### config.mk
export PLATFORM = sky130hd
export DESIGN_NAME = linear_layer_start_srl_fifo
export DESIGN_NICKNAME = d
export VERILOG_FILES = /design/src/rtl/linear_layer_start_srl_fifo.sv
export SDC_FILE = /design/constraint.sdc
export NUM_CORES = 1
export LEC_CHECK = 0
export BUFFER_PORTS_ARGS = -buffer_cell sky130_fd_sc_hd__buf_2
export CORE_ASPECT_RATIO = 1.2
export CORE_UTILIZATION = 25
export DETAILED_ROUTE_END_ITERATION = 10
export RECOVER_POWER = 50
export SYNTH_ARGS = -nofsm -noshare
export SYNTH_HDL_FRONTEND = slang
export SYNTH_SLANG_ARGS = --single-unit
### constraint.sdc
create_clock -name clk -period 2.15 [get_ports clk]
set_clock_uncertainty 0.15 [all_clocks]
set_input_delay 0.3225 -clock clk [delete_from_list [all_inputs] [get_ports clk]]
set_output_delay 0.3225 -clock clk [all_outputs]
set_load 0.03 [all_outputs]
### src/rtl/linear_layer_start_srl_fifo.sv
// Start-token FIFO between the Linear_Layer scheduler and the PE_i4xi4 start port.
// Addressed shift-register storage: pushes shift in at slot 0, the read port is indexed by occupancy.
module linear_layer_start_srl_fifo #(
  parameter int DATA_WIDTH  = 1,
  parameter int ADDR_WIDTH  = 2,
  parameter int DEPTH       = 4,
  parameter int AFULL_LEVEL = 3
) (
  input  logic                  clk,
  input  logic                  reset,
  input  logic                  if_write,
  input  logic [DATA_WIDTH-1:0] if_din,
  output logic                  if_full_n,
  input  logic                  if_read,
  output logic [DATA_WIDTH-1:0] if_dout,
  output logic                  if_empty_n,
  output logic                  if_afull,
  output logic [ADDR_WIDTH:0]   if_count
);

  localparam int CW = ADDR_WIDTH + 1;
  localparam logic [CW-1:0] DEPTH_C = CW'(DEPTH);
  localparam logic [CW-1:0] AFULL_C = CW'(AFULL_LEVEL);

  typedef enum logic [1:0] {
    S_EMPTY = 2'd0,
    S_MID   = 2'd1,
    S_FULL  = 2'd2
  } state_t;

  state_t                state_q, state_d;
  logic [CW-1:0]         count_q, count_d;
  logic [ADDR_WIDTH-1:0] addr_q, addr_d;
  logic                  full_n_q, full_n_d;
  logic                  empty_n_q, empty_n_d;
  logic                  afull_q, afull_d;
  logic [DATA_WIDTH-1:0] mem_q [DEPTH];
  logic [DATA_WIDTH-1:0] mem_d [DEPTH];

  logic wr_en;
  logic rd_en;

  // Requests are gated by the registered flags, so a full FIFO refuses writes
  // even when a read is accepted in the same cycle (and vice versa when empty).
  assign wr_en = if_write & full_n_q;
  assign rd_en = if_read & empty_n_q;

  always_comb begin
    mem_d = mem_q;
    if (wr_en) begin
      mem_d[0] = if_din;
      for (int unsigned i = 1; i < DEPTH; i++) begin
        mem_d[i] = mem_q[i-1];
      end
    end
  end

  always_ff @(posedge clk) begin
    mem_q <= mem_d;
  end

  always_comb begin
    state_d = state_q;
    count_d = count_q;
    addr_d  = addr_q;
    case (state_q)
      S_EMPTY: begin
        if (wr_en) begin
          count_d = count_q + CW'(1);
          state_d = (count_d == DEPTH_C) ? S_FULL : S_MID;
        end
      end
      S_MID: begin
        if (wr_en && !rd_en) begin
          count_d = count_q + CW'(1);
          addr_d  = addr_q + ADDR_WIDTH'(1);
          if (count_d == DEPTH_C) state_d = S_FULL;
        end else if (rd_en && !wr_en) begin
          count_d = count_q - CW'(1);
          if (count_d == '0) begin
            addr_d  = '0;
            state_d = S_EMPTY;
          end else begin
            addr_d = addr_q - ADDR_WIDTH'(1);
          end
        end
      end
      S_FULL: begin
        if (rd_en) begin
          count_d = count_q - CW'(1);
          if (count_d == '0) begin
            addr_d  = '0;
            state_d = S_EMPTY;
          end else begin
            addr_d  = addr_q - ADDR_WIDTH'(1);
            state_d = S_MID;
          end
        end
      end
      default: begin
        state_d = S_EMPTY;
        count_d = '0;
        addr_d  = '0;
      end
    endcase
    full_n_d  = (state_d != S_FULL);
    empty_n_d = (state_d != S_EMPTY);
    afull_d   = (count_d >= AFULL_C);
  end

  always_ff @(posedge clk or posedge reset) begin
    if (reset) begin
      state_q   <= S_EMPTY;
      count_q   <= '0;
      addr_q    <= '0;
      full_n_q  <= 1'b1;
      empty_n_q <= 1'b0;
      afull_q   <= 1'b0;
    end else begin
      state_q   <= state_d;
      count_q   <= count_d;
      addr_q    <= addr_d;
      full_n_q  <= full_n_d;
      empty_n_q <= empty_n_d;
      afull_q   <= afull_d;
    end
  end

  assign if_dout    = mem_q[addr_q];
  assign if_full_n  = full_n_q;
  assign if_empty_n = empty_n_q;
  assign if_afull   = afull_q;
  assign if_count   = count_q;

endmodule
* Yosys cells after proc, flatten, opt, wreduce, memory -nomap -nowiden
Cells that the tools add are included.
W data, S select, Z words.
** Cells by class
- Equality and inequality tests :: 6
- Add/sub/neg operators :: 4
- Bitwise logic cells :: 4
- Order comparisons :: 2
- Muxes and demuxes :: 22
- Reductions and logical operators :: 8
** Operators by type and width (number)
- $mux W2 :: 11
- $mux W3 :: 4
- $pmux W2 S3 :: 2
- $pmux W3 S3 :: 1
- $ne A2 B2 Y1 const B :: 2
- $add A3 B1 Y3 const B :: 1
- $eq A3 B3 Y1 const B :: 1
- $ge A3 B2 Y1 const B :: 1
- $ge A3 B3 Y1 const B :: 1
- $logic_not A3 Y1 :: 1
- $mux W1 :: 3
- $ne A3 B3 Y1 const B :: 1
- $not A2 Y3 :: 1
- $reduce_and A3 Y1 :: 1
- $sub A3 B1 Y3 const B :: 1
- $add A2 B1 Y2 const B :: 1
- $and A1 B1 Y1 :: 2
- $bmux W1 S2 :: 1
- $eq A2 B1 Y1 const B :: 1
- $eq A2 B2 Y1 const B :: 1
- $logic_and A1 B1 Y1 :: 2
- $logic_not A1 Y1 :: 2
- $logic_not A2 Y1 :: 1
- $reduce_bool A2 Y1 :: 1
- 2 further kinds :: 2
** Storage, ports and cells
- Output and inout bits :: 7
- Input bits :: 5
- Register bits :: 14
- Word-level logic and storage cells :: 56

* Depth between registers and ports, before layout
Gate-level depths: netlist of run 1.
- Word-level depth :: 7
- Depth in mapped cells :: 8
- Mapped depth without buffers :: 7

* Least setup slack after synthesis of run 1
No wires, ideal clock.
- Path type :: reg-to-reg
- Start :: register count_q[2], in the netlist if_count[2]
- End :: register afull_q, in the netlist if_afull
- Stages on the path, launching flop included :: 8
- Arrival time :: 1864 ps
- Required time :: 1861 ps
- Path slack :: -3 ps
- Period minus slack after synthesis :: 2153 ps
- Path buffers :: 1
- Setup time :: 139 ps
- Cell sequence :: dfrtp_1 -> buf_2 -> inv_1 -> ha_1 -> and3b_2 -> a21o_2 -> a222oi_1 -> a21oi_1
** On the way
- Longest elaborated chain between the ends :: 5
- Elaborated cells on any way between the ends :: 8
- Those cells by class :: add/sub: 2; order compare: 1; mux: 5
** RTL lines
- start: declaration :: RTL line 32 : logic [CW-1:0] count_q, count_d;
- start signal: assignment :: RTL line 121 : count_q <= count_d;
- $sub A3 B1 Y3 :: RTL line 79, 90
- $mux W3 :: RTL line 78 : end else if (rd_en && !wr_en) begin
- $mux W3 :: RTL line 74 : if (wr_en && !rd_en) begin
- $pmux W3 S3 * :: RTL line 66 : case (state_q)
- $ge A3 B2 Y1 * :: RTL line 108 : afull_d = (count_d >= AFULL_C);
- via afull_d :: RTL line 36 : logic afull_q, afull_d;
- end signal: assignment :: RTL line 125 : afull_q <= afull_d;
- end: declaration :: RTL line 36
Mark *: on every way through the listed nets, which the timed path passes. The rest lies on a longest branch.
A chain may end at the register's enable or synchronous reset.

* Final worst setup path of run 1
- Start :: register count_q[0], in the netlist if_count[0]
- End :: register afull_q, in the netlist if_afull
The elaborated chain is that of the path after synthesis.

==> results by group, run 1 <==
Status
  – Status: finished clean

Die
  – Die Footprint: 4320 um2
  – CORE AREA: roughly 3900 um2
  – Initial core utilization: 0.260
  – Die span in x: around 60 um
  – # IOs: 12
  – FP Rows: 25
  – Die height: between 70 and 80 um

Drt
  – WL final: around 2300 um
  – Vias: 830
  – Routed wire length per instance: around 13 um
  – DRT iter0 DRCs: 26
  – 1st-pass router iterations: 4
  – ANT nets after route: 0
  – # DRC: 0
  – Routed vias/inst: approximately 4.8

Worst hold path
  – Hold Crit Class: in -> reg
  – Endpoint, Worst Hold: mem_q[3]
  – Hold depth: 1
  – Hold Path Origin: if_din

Logic synthesis
  – Synth Area in XOR/XNOR: 0.0431
  – Cells after Synth: 101
  – Largest family of logic cells by synthesized area: compound AO/OA/AOI/OAI gates
  – Post-synthesis average cell area: between 10 and 15 um2
  – Synthesized Nets: between 100 and 150
  – Main synth FF type: dfrtp_1
  – Compound-Gate Fraction of Synth Area: 0.238
  – Post-synthesis cell type count: 43
  – Synth warnings: 0
  – Post-Synth Simple-Gate Area: 0.165
  – EDFF count, synth: 4
  – Synthesized-area fraction occupied by adder cells: 0.0985
  – Register area share after synthesis: 0.366
  – Proportion of synthesized area in mux cells: 0.0222
  – Cell Area, Synth: about 1000 um2
  – Seq cells post-synth: 14
  – FFs w/ async S/R, synth: 0.714

Global routing
  – Antenna violations before repair: 0
  – Global-route wire length before repair: ~3700 um
  – Vias in the first global route: a little over 800
  – Largest net degree at the start of global routing: 12
  – Total gr overflow: 0
  – GR Util All Layers: 0.118

Critical path
  – WP data arrival: roughly 2000 ps
  – Worst r2r src: if_count[0]
  – Required time worst endpoint: ~2100 ps
  – Startpoint Class: register
  – R2r endpoint: if_afull
  – WS Path Type: reg -> reg
  – Worst Setup SP: if_count[0]
  – CP top delay family: compound AO/OA/AOI/OAI gates
  – Setup crit end kind: register
  – Crit-path cells: ha_2 > ha_4 > and3b_2 > a21o_2 > a222oi_1 > a21oi_1
  – Critical path fanouts, max: 4
  – Crit-path max cell delay: ~400 ps
  – Reg2reg path depth: 6
  – R2R setup slack: 130 ps
  – Worst path slowest cell: dfrtp_1
  – WP buf/inv: 0

Clocking
  – CTS tree: built
  – Clk sinks: 14
  – H-tree depth: 1
  – Total CTS buffers: 3
  – Worst skew pair latency: between 200 and 300 ps
  – Worst-case clock buffer depth: 2
  – Root Buffer: clkbuf_8
  – CTS clock-pin slew for the worst setup and hold paths: around 60 ps

Placement
  – DP HPWL: about 1800 um
  – Pre-CTS setup slack: 84.5 ps
  – Port-buffer cells: 11
  – Placed Instances: between 150 and 200
  – Post-DP Area: ~1100 um2
  – Placer Congestion: between 0.9 and 1

Job
  – Max Cap Viol: 0

Timing
  – Worst Slack Setup Final: about 130 ps
  – Max Slew Vio Count: 0
  – Finish-stage setup viols: 0
  – Hold Vio Cnt, Final: 0
  – Worst hold slack: 94.7 ps
  – Tcrit/Tclk final: 0.940
  – Minimum clock period: slightly above 2000 ps
  – Fin Setup TNS: 0 ps
  – RSZ-0062 raised after global routing: false
  – Worst slew pin tran: between 400 and 500 ps
  – Fmax: 495 MHz
  – Max-slew headroom: 0.705

Final layout
  – Share of cells above drive strength 1: 0.292
  – Fillers: between 400 and 500
  – Cell Count, Final, Fillers Out: around 170
  – Ant diodes: 0
  – Area Growth Syn to Fin: 21.6%
  – Design Area, Final: around 1200 um2
  – Core Util, Final: 0.316
  – Final nets: 134

Power and ir drop
  – Power Total: around 1.8 mW
  – PD cells: about 1500 nW/um2
  – Pleak: between 0.5 and 0.6 nW
  – VDD IR max: approximately 0.0003 V
final cells by class:
cell class	instances	area (um2)	area share
flip-flops and latches	14	373	0.302
clock buffers	4	45.0	0.0365
inverters	9	38.8	0.0314
repair buffers	18	109	0.0881
well taps	54	67.6	0.0547
multi-input cells	75	602	0.487
worst max-delay path by stage:
stage	to	slack (ps)	cells after the start
after detailed placement	if_afull	80	6
after floorplan	if_afull	10	6
after global placement	if_afull	150	8
after global routing	if_afull	10	6
after CTS	if_afull	80	6
final	if_afull	130	6
cells in the final DEF, fill, tap and decap left out, types with 3 or more instances in the layout:
master,n
o211ai_1,4
edfxtp_1,4
xnor2_1,4
clkbuf_8,3
nand2_1,8
nand3_1,5
nor2_1,4
inv_1,8
buf_4,6
buf_2,10
a21oi_1,5
ha_1,5
a21boi_0,4
dfrtp_1,8
report_power, final:
| part | total (mW) | internal [mW] | switching (mW) | leakage, nW |
|---|---|---|---|---|
| clock | 0.225 | 0.131 | 0.0940 | 0.0228 |
| sequential | 0.465 | 0.380 | 0.0851 | 0.161 |
| combinational | 1.10 | 0.465 | 0.637 | 0.324 |
| total | 1.79 | 0.976 | 0.816 | 0.508 |
registers in the layout (all words and copies together) (netlist names):
register	count
mem_q	4
if_count	3
addr_q	2
state_q	2
if_afull	1
if_empty_n	1
if_full_n	1
kinds of logic after synthesis:
kind of cell,after synthesis
adder cells (fa/ha/maj),8
flip-flops,14
XOR/XNOR,5
multiplexers,1
AND/OR/NAND/NOR,29
AO/OA/AOI/OAI,32
buffers and inverters,12
cell usage after synthesis, types with 2 or more instances:
cell type	instances	area share
dfrtp_1	9	0.22
ha_1	8	0.099
inv_1	8	0.030
nand2_1	8	0.030
a21boi_0	5	0.037
a21oi_1	5	0.025
nand3_1	5	0.025
edfxtp_1	4	0.12
nor2_1	4	0.015
o211ai_1	4	0.030
xnor2_1	4	0.034
a22oi_1	2	0.015
nand2_4	2	0.022
nor3_1	2	0.0099
o21ai_0	2	0.0099
o31ai_1	2	0.015
metal layers:
metal | up-vias | wire, um | global-route usage
met3 | 5 | 43 | 0.0199
met1 | 404 | 950 | 0.125
met5 | - | 0 | 0
met4 | 0 | 72 | 0.109
li1 | 412 | - | -
met2 | 9 | 1210 | 0.194
what timing repair did:
| item | 4_1_cts | 5_1_grt |
|---|---|---|
| hold endpoints to repair | 9 | 0 |
| hold buffers | 1 | 0 |
| gates resized for setup | 0 | 6 |
| setup endpoints to repair | 0 | 3 |
| buffers inserted | 0 | 1 |
Power figures use the tool's default switching activity.
==> run 2, diff against run 1 <==
CORE_MARGIN = 2   (was not set)
==> run 2 against run 1 <==
Worst setup slack got worse by 15 ps. Highest routed layer unchanged. First-iteration DRC count decreased by 12%. Combinational power shrank 5%. Largest power group unchanged. Non-clock buffer count shrank 1. Count of clock-buffer cells in the layout down 1. Critical path depth is the same. Largest cell class unchanged. Clock power fell by 3%. Critical endpoint unchanged.
==> results by group, run 2 (synthesized netlist as in run 1, its figures left out) <==
Timing
  – Fin Setup TNS: 0 ps
  – Worst hold slack: 101 ps
  – Finish-stage setup viols: 0
  – Worst Slack Setup Final: between 100 and 150 ps
  – Tcrit/Tclk final: 0.947
  – Minimum clock period: around 2000 ps
  – Max-slew headroom: 0.748
  – Fmax: between 400 and 500 MHz
  – Max Slew Vio Count: 0
  – Hold Vio Cnt, Final: 0
  – RSZ-0062 raised after global routing: false
  – Worst slew pin tran: 375 ps

Critical path
  – WP buf/inv: 0
  – CP top delay family: compound AO/OA/AOI/OAI gates
  – Crit-path max cell delay: ~410 ps
  – Required time worst endpoint: around 2100 ps
  – Most used cell, CP: ha_1
  – Setup crit end kind: register
  – Startpoint Class: register
  – WP data arrival: 2000 ps
  – WS Path Type: reg -> reg
  – Critical path fanouts, max: 5
  – Crit-path cells: ha_1 > ha_1 > and3b_2 > a21o_2 > a222oi_1 > a21oi_1
  – Worst path slowest cell: dfrtp_1

Clocking
  – Worst skew pair latency: approximately 240 ps
  – Root Buffer: clkbuf_8
  – H-tree depth: 1
  – CTS clock-pin slew for the worst setup and hold paths: about 60 ps
  – Total CTS buffers: 3
  – CTS tree: built
  – Worst-case clock buffer depth: 2
  – Clk sinks: 14

Placement
  – Pre-CTS setup slack: around 93 ps
  – Placed Instances: roughly 170
  – Post-DP Area: about 1100 um2
  – Port-buffer cells: 11
  – Placer Congestion: between 0.8 and 0.9
  – DP HPWL: around 1800 um

Global routing
  – Total gr overflow: 0
  – Largest net degree at the start of global routing: 12
  – Antenna violations before repair: 0
  – GR Util All Layers: 0.102
  – Global-route wire length before repair: 3620 um
  – Vias in the first global route: 832

Power and ir drop
  – VDD IR max: ~0.00039 V
  – Power Total: approximately 1.7 mW
  – PD cells: 1440 nW/um2
  – Pleak: between 0.5 and 0.6 nW

Final layout
  – Max reg flops: 4
  – Final nets: between 100 and 150
  – Commonest non-fill, non-tap cell in the layout: buf_2
  – Fillers: between 400 and 500
  – Ant diodes: 0
  – Area Growth Syn to Fin: 18.7%
  – Cell Count, Final, Fillers Out: between 150 and 200
  – Share of cells above drive strength 1: 0.252
  – Reg with most FFs: mem_q
  – Core Util, Final: 0.308
  – Most frequent cells in the layout: buf_2 (10), inv_1 (8), nand2_1 (8), ha_1 (8), dfrtp_1 (8)
  – Design Area, Final: 1210 um2

Drt
  – Routed wire length per instance: between 10 and 15 um
  – WL final: between 2000 and 2500 um
  – Vias: 842
  – DRT iter0 DRCs: 23
  – 1st-pass router iterations: 4
  – ANT nets after route: 0
  – # DRC: 0
  – Routed vias/inst: about 5

Status
  – Status: finished clean

Die
  – Die height: 73.8 um
  – Die span in x: a little over 60 um
  – # IOs: 12
  – FP Rows: 25
  – Initial core utilization: 0.260
  – Die Footprint: ~4600 um2
  – CORE AREA: roughly 3900 um2

Job
  – Max Cap Viol: 0

Worst hold path
  – Hold Crit Class: in -> reg
==> run 2: cell types whose count changed in the layout (fill, tap and decap cells not counted), sizes merged <==
cell    previous run  this run
clkbuf             5         4
buf               16        15
clkinv             1         2
==> run 2: where the power goes <==
group	internal, mW	total, mW	leakage, nW	switching (mW)
combinational	0.436	1.05	0.322	0.611
sequential	0.380	0.467	0.161	0.0879
clock	0.126	0.219	0.0231	0.0927
total	0.942	1.73	0.507	0.792
==> run 2: final timing paths <==
path | startpoint | endpoint | slack, ps | cells past startpoint
hold / removal | if_din | mem_q[3] | 100 | 1
max in group asynchronous | reset | if_full_n | 1100 | 3
hold reg to reg | mem_q[3] | mem_q[2] | 300 | 0
min in group asynchronous | reset | state_q[0] | 440 | 3
setup reg to reg | if_count[1] | if_afull | 110 | 6
setup / recovery | if_count[1] | if_afull | 110 | 6
==> run 2: routing by layer <==
layer,wire (um),GRT usage,share of wire
met4,68,0.0765,0.032
met2,1130,0.186,0.52
met5,0,0,0
met3,61,0.0153,0.028
met1,897,0.109,0.42
==> run 2: area by class of cell <==
type,count,area (um2),share of cell area
Clock inverter,1,3.75,0.00311
Sequential cell,14,373,0.309
Tap cell,54,67.6,0.0560
Inverter,9,38.8,0.0322
Multi-Input combinational cell,75,581,0.481
Clock buffer,3,41.3,0.0342
Timing Repair Buffer,17,101,0.0840
==> run 2: worst register-to-register path, cell delays in order, from the launching register on <==
cell and delay [ps]:
dfrtp_1 410, ha_1 200, ha_1 260, and3b_2 210, a21o_2 180, a222oi_1 380, a21oi_1 110
==> run 2: what timing repair did <==
item                                   in CTS  in global routing
hold buffers                                1                  0
setup endpoints to repair                   0                  2
endpoints found under the hold margin       9                  0
buffers inserted                            0                  1
resized for setup                           0                  2
==> run 3, diff against run 2 <==
BUFFER_PORTS_ARGS = not set   (was -buffer_cell sky130_fd_sc_hd__buf_2)
DONT_BUFFER_PORTS = 1   (was not set)
==> run 3 against run 2 <==
Count of clock-buffer cells in the layout is the same. Global-route usage is 0.46 points higher. Hold slack got worse by 83 ps. Largest cell class unchanged.
==> results by group, run 3 (synthesized netlist as in run 1, its figures left out) <==
Die
  – Die height: ~74 um
  – CORE AREA: 3910 um2
  – FP Rows: 25
  – Initial core utilization: 0.260
  – Die Footprint: ~4600 um2
  – # IOs: 12
  – Die span in x: 62.2 um

Final layout
  – Core Util, Final: 0.305
  – Max reg flops: 4
  – Ant diodes: 0
  – Register Area: ~370 um2
  – Area Growth Syn to Fin: 17.4%
  – Cell Count, Final, Fillers Out: ~170
  – Multi-input gate area: 598 um2
  – Final nets: about 130
  – Share of cells above drive strength 1: 0.243
  – Fillers: between 400 and 500
  – Reg with most FFs: mem_q
  – Most frequent cells in the layout: inv_1 (8), nand2_1 (8), dfrtp_1 (8), buf_4 (8)
  – Design Area, Final: 1190 um2

Critical path
  – Worst path slowest cell: dfrtp_1
  – Crit-path cells: ha_2 > ha_4 > and3b_2 > a21o_2 > a222oi_1 > a21oi_1
  – WS Path Type: reg -> reg
  – Critical path fanouts, max: 3
  – Required time worst endpoint: 2120 ps
  – CP top delay family: compound AO/OA/AOI/OAI gates
  – Crit-path max cell delay: about 410 ps
  – WP buf/inv: 0
  – Setup crit end kind: register
  – WP data arrival: slightly above 2000 ps
  – Startpoint Class: register

Global routing
  – GRT met2 Usage: 0.194
  – Met1 GRT Util: 0.118
  – Global-route wire length before repair: ~3900 um
  – Total gr overflow: 0
  – Met3 GRT Util: 0.0199
  – Antenna violations before repair: 0
  – GR Util All Layers: 0.107
  – Largest net degree at the start of global routing: 12
  – GR peak layer: met2
  – Vias in the first global route: a little over 800

Drt
  – # DRC: 0
  – ANT nets after route: 0
  – DRT iter0 DRCs: 18
  – Routed vias/inst: ~4.9
  – WL final: between 2000 and 2500 um
  – Routed wire length per instance: roughly 14 um
  – Vias: between 800 and 900
  – 1st-pass router iterations: 4

Power and ir drop
  – PD cells: roughly 1500 nW/um2
  – VDD IR max: ~0.00044 V
  – Pleak: approximately 0.48 nW

Clocking
  – Total CTS buffers: 3
  – CTS tree: built
  – Clk sinks: 14
  – Root Buffer: clkbuf_8
  – CTS clock-pin slew for the worst setup and hold paths: approximately 60 ps
  – Worst-case clock buffer depth: 2
  – H-tree depth: 1
  – Worst skew pair latency: around 250 ps

Timing
  – Fin Setup TNS: 0 ps
  – RSZ-0062 raised after global routing: true
  – Worst slew pin tran: around 420 ps
  – Max-slew headroom: 0.716
  – Finish-stage setup viols: 0
  – Fmax: about 480 MHz
  – Minimum clock period: around 2100 ps
  – Tcrit/Tclk final: 0.960
  – Hold Vio Cnt, Final: 0
  – Max Slew Vio Count: 0

Placement
  – Placer Congestion: between 0.8 and 0.9
  – Post-DP Area: 1110 um2
  – Placed Instances: between 150 and 200
  – DP HPWL: around 1800 um
  – Port-buffer cells: 0

Job
  – Max Cap Viol: 0

Worst hold path
  – Hold Crit Class: in -> reg

Status
  – Status: finished clean
[run 3: cell count changes in the layout (fill, tap and decap cells not counted), moves of 2 or more]
cell,previous run,this run
buf_2,10,0
ha_1,8,5
buf_4,5,8
ha_2,0,2
[run 3: worst paths after layout]
kind | from | to | slack, ps | cells after the start
worst max-delay path | if_count[1] | if_afull | 90 | 6
worst min-delay path | if_din | mem_q[3] | 20 | 0
worst max register to register | if_count[1] | if_afull | 90 | 6
worst min register to register | mem_q[3] | mem_q[2] | 300 | 0
max in group asynchronous | reset | if_full_n | 1190 | 2
min in group asynchronous | reset | state_q[0] | 350 | 2
[run 3: area by class of cell]
class / instances / area share
Inverter: 9 / 0.0325
Timing Repair Buffer: 9 / 0.0588
Clock buffer: 3 / 0.0346
Clock inverter: 1 / 0.00315
Sequential cell: 14 / 0.313
Multi-Input combinational cell: 75 / 0.502
Tap cell: 54 / 0.0567
[run 3: report_power, final]
group,leakage [nW],internal (mW),switching (mW)
sequential,0.162,0.381,0.0988
clock,0.0231,0.126,0.0921
combinational,0.293,0.445,0.616
total,0.479,0.953,0.807
[run 3: per-stage QoR]
step	setup slack, ps	hold slack, ps	total power [mW]
final	85.9	18.1	1.76
after floorplan	9.89	11.9	1.28
after CTS	58.9	12.0	1.74
after global placement	151	66.3	1.48
after global routing	-21.0	9.12	1.91
after detailed placement	79.8	73.3	1.51
[run 3: metal layers]
| metal | routed length [um] | vias to the layer above |
|---|---|---|
| met4 | 42 | 0 |
| met1 | 928 | 393 |
| met5 | 0 | - |
| li1 | - | 395 |
| met2 | 1190 | 20 |
| met3 | 87 | 5 |
[run 3: repair_timing]
action,4_1_cts,5_1_grt
hold buffers,1,0
endpoints found under the hold margin,9,0
gates resized for setup,0,6
setup endpoints to repair,0,3
setup buffers,0,0
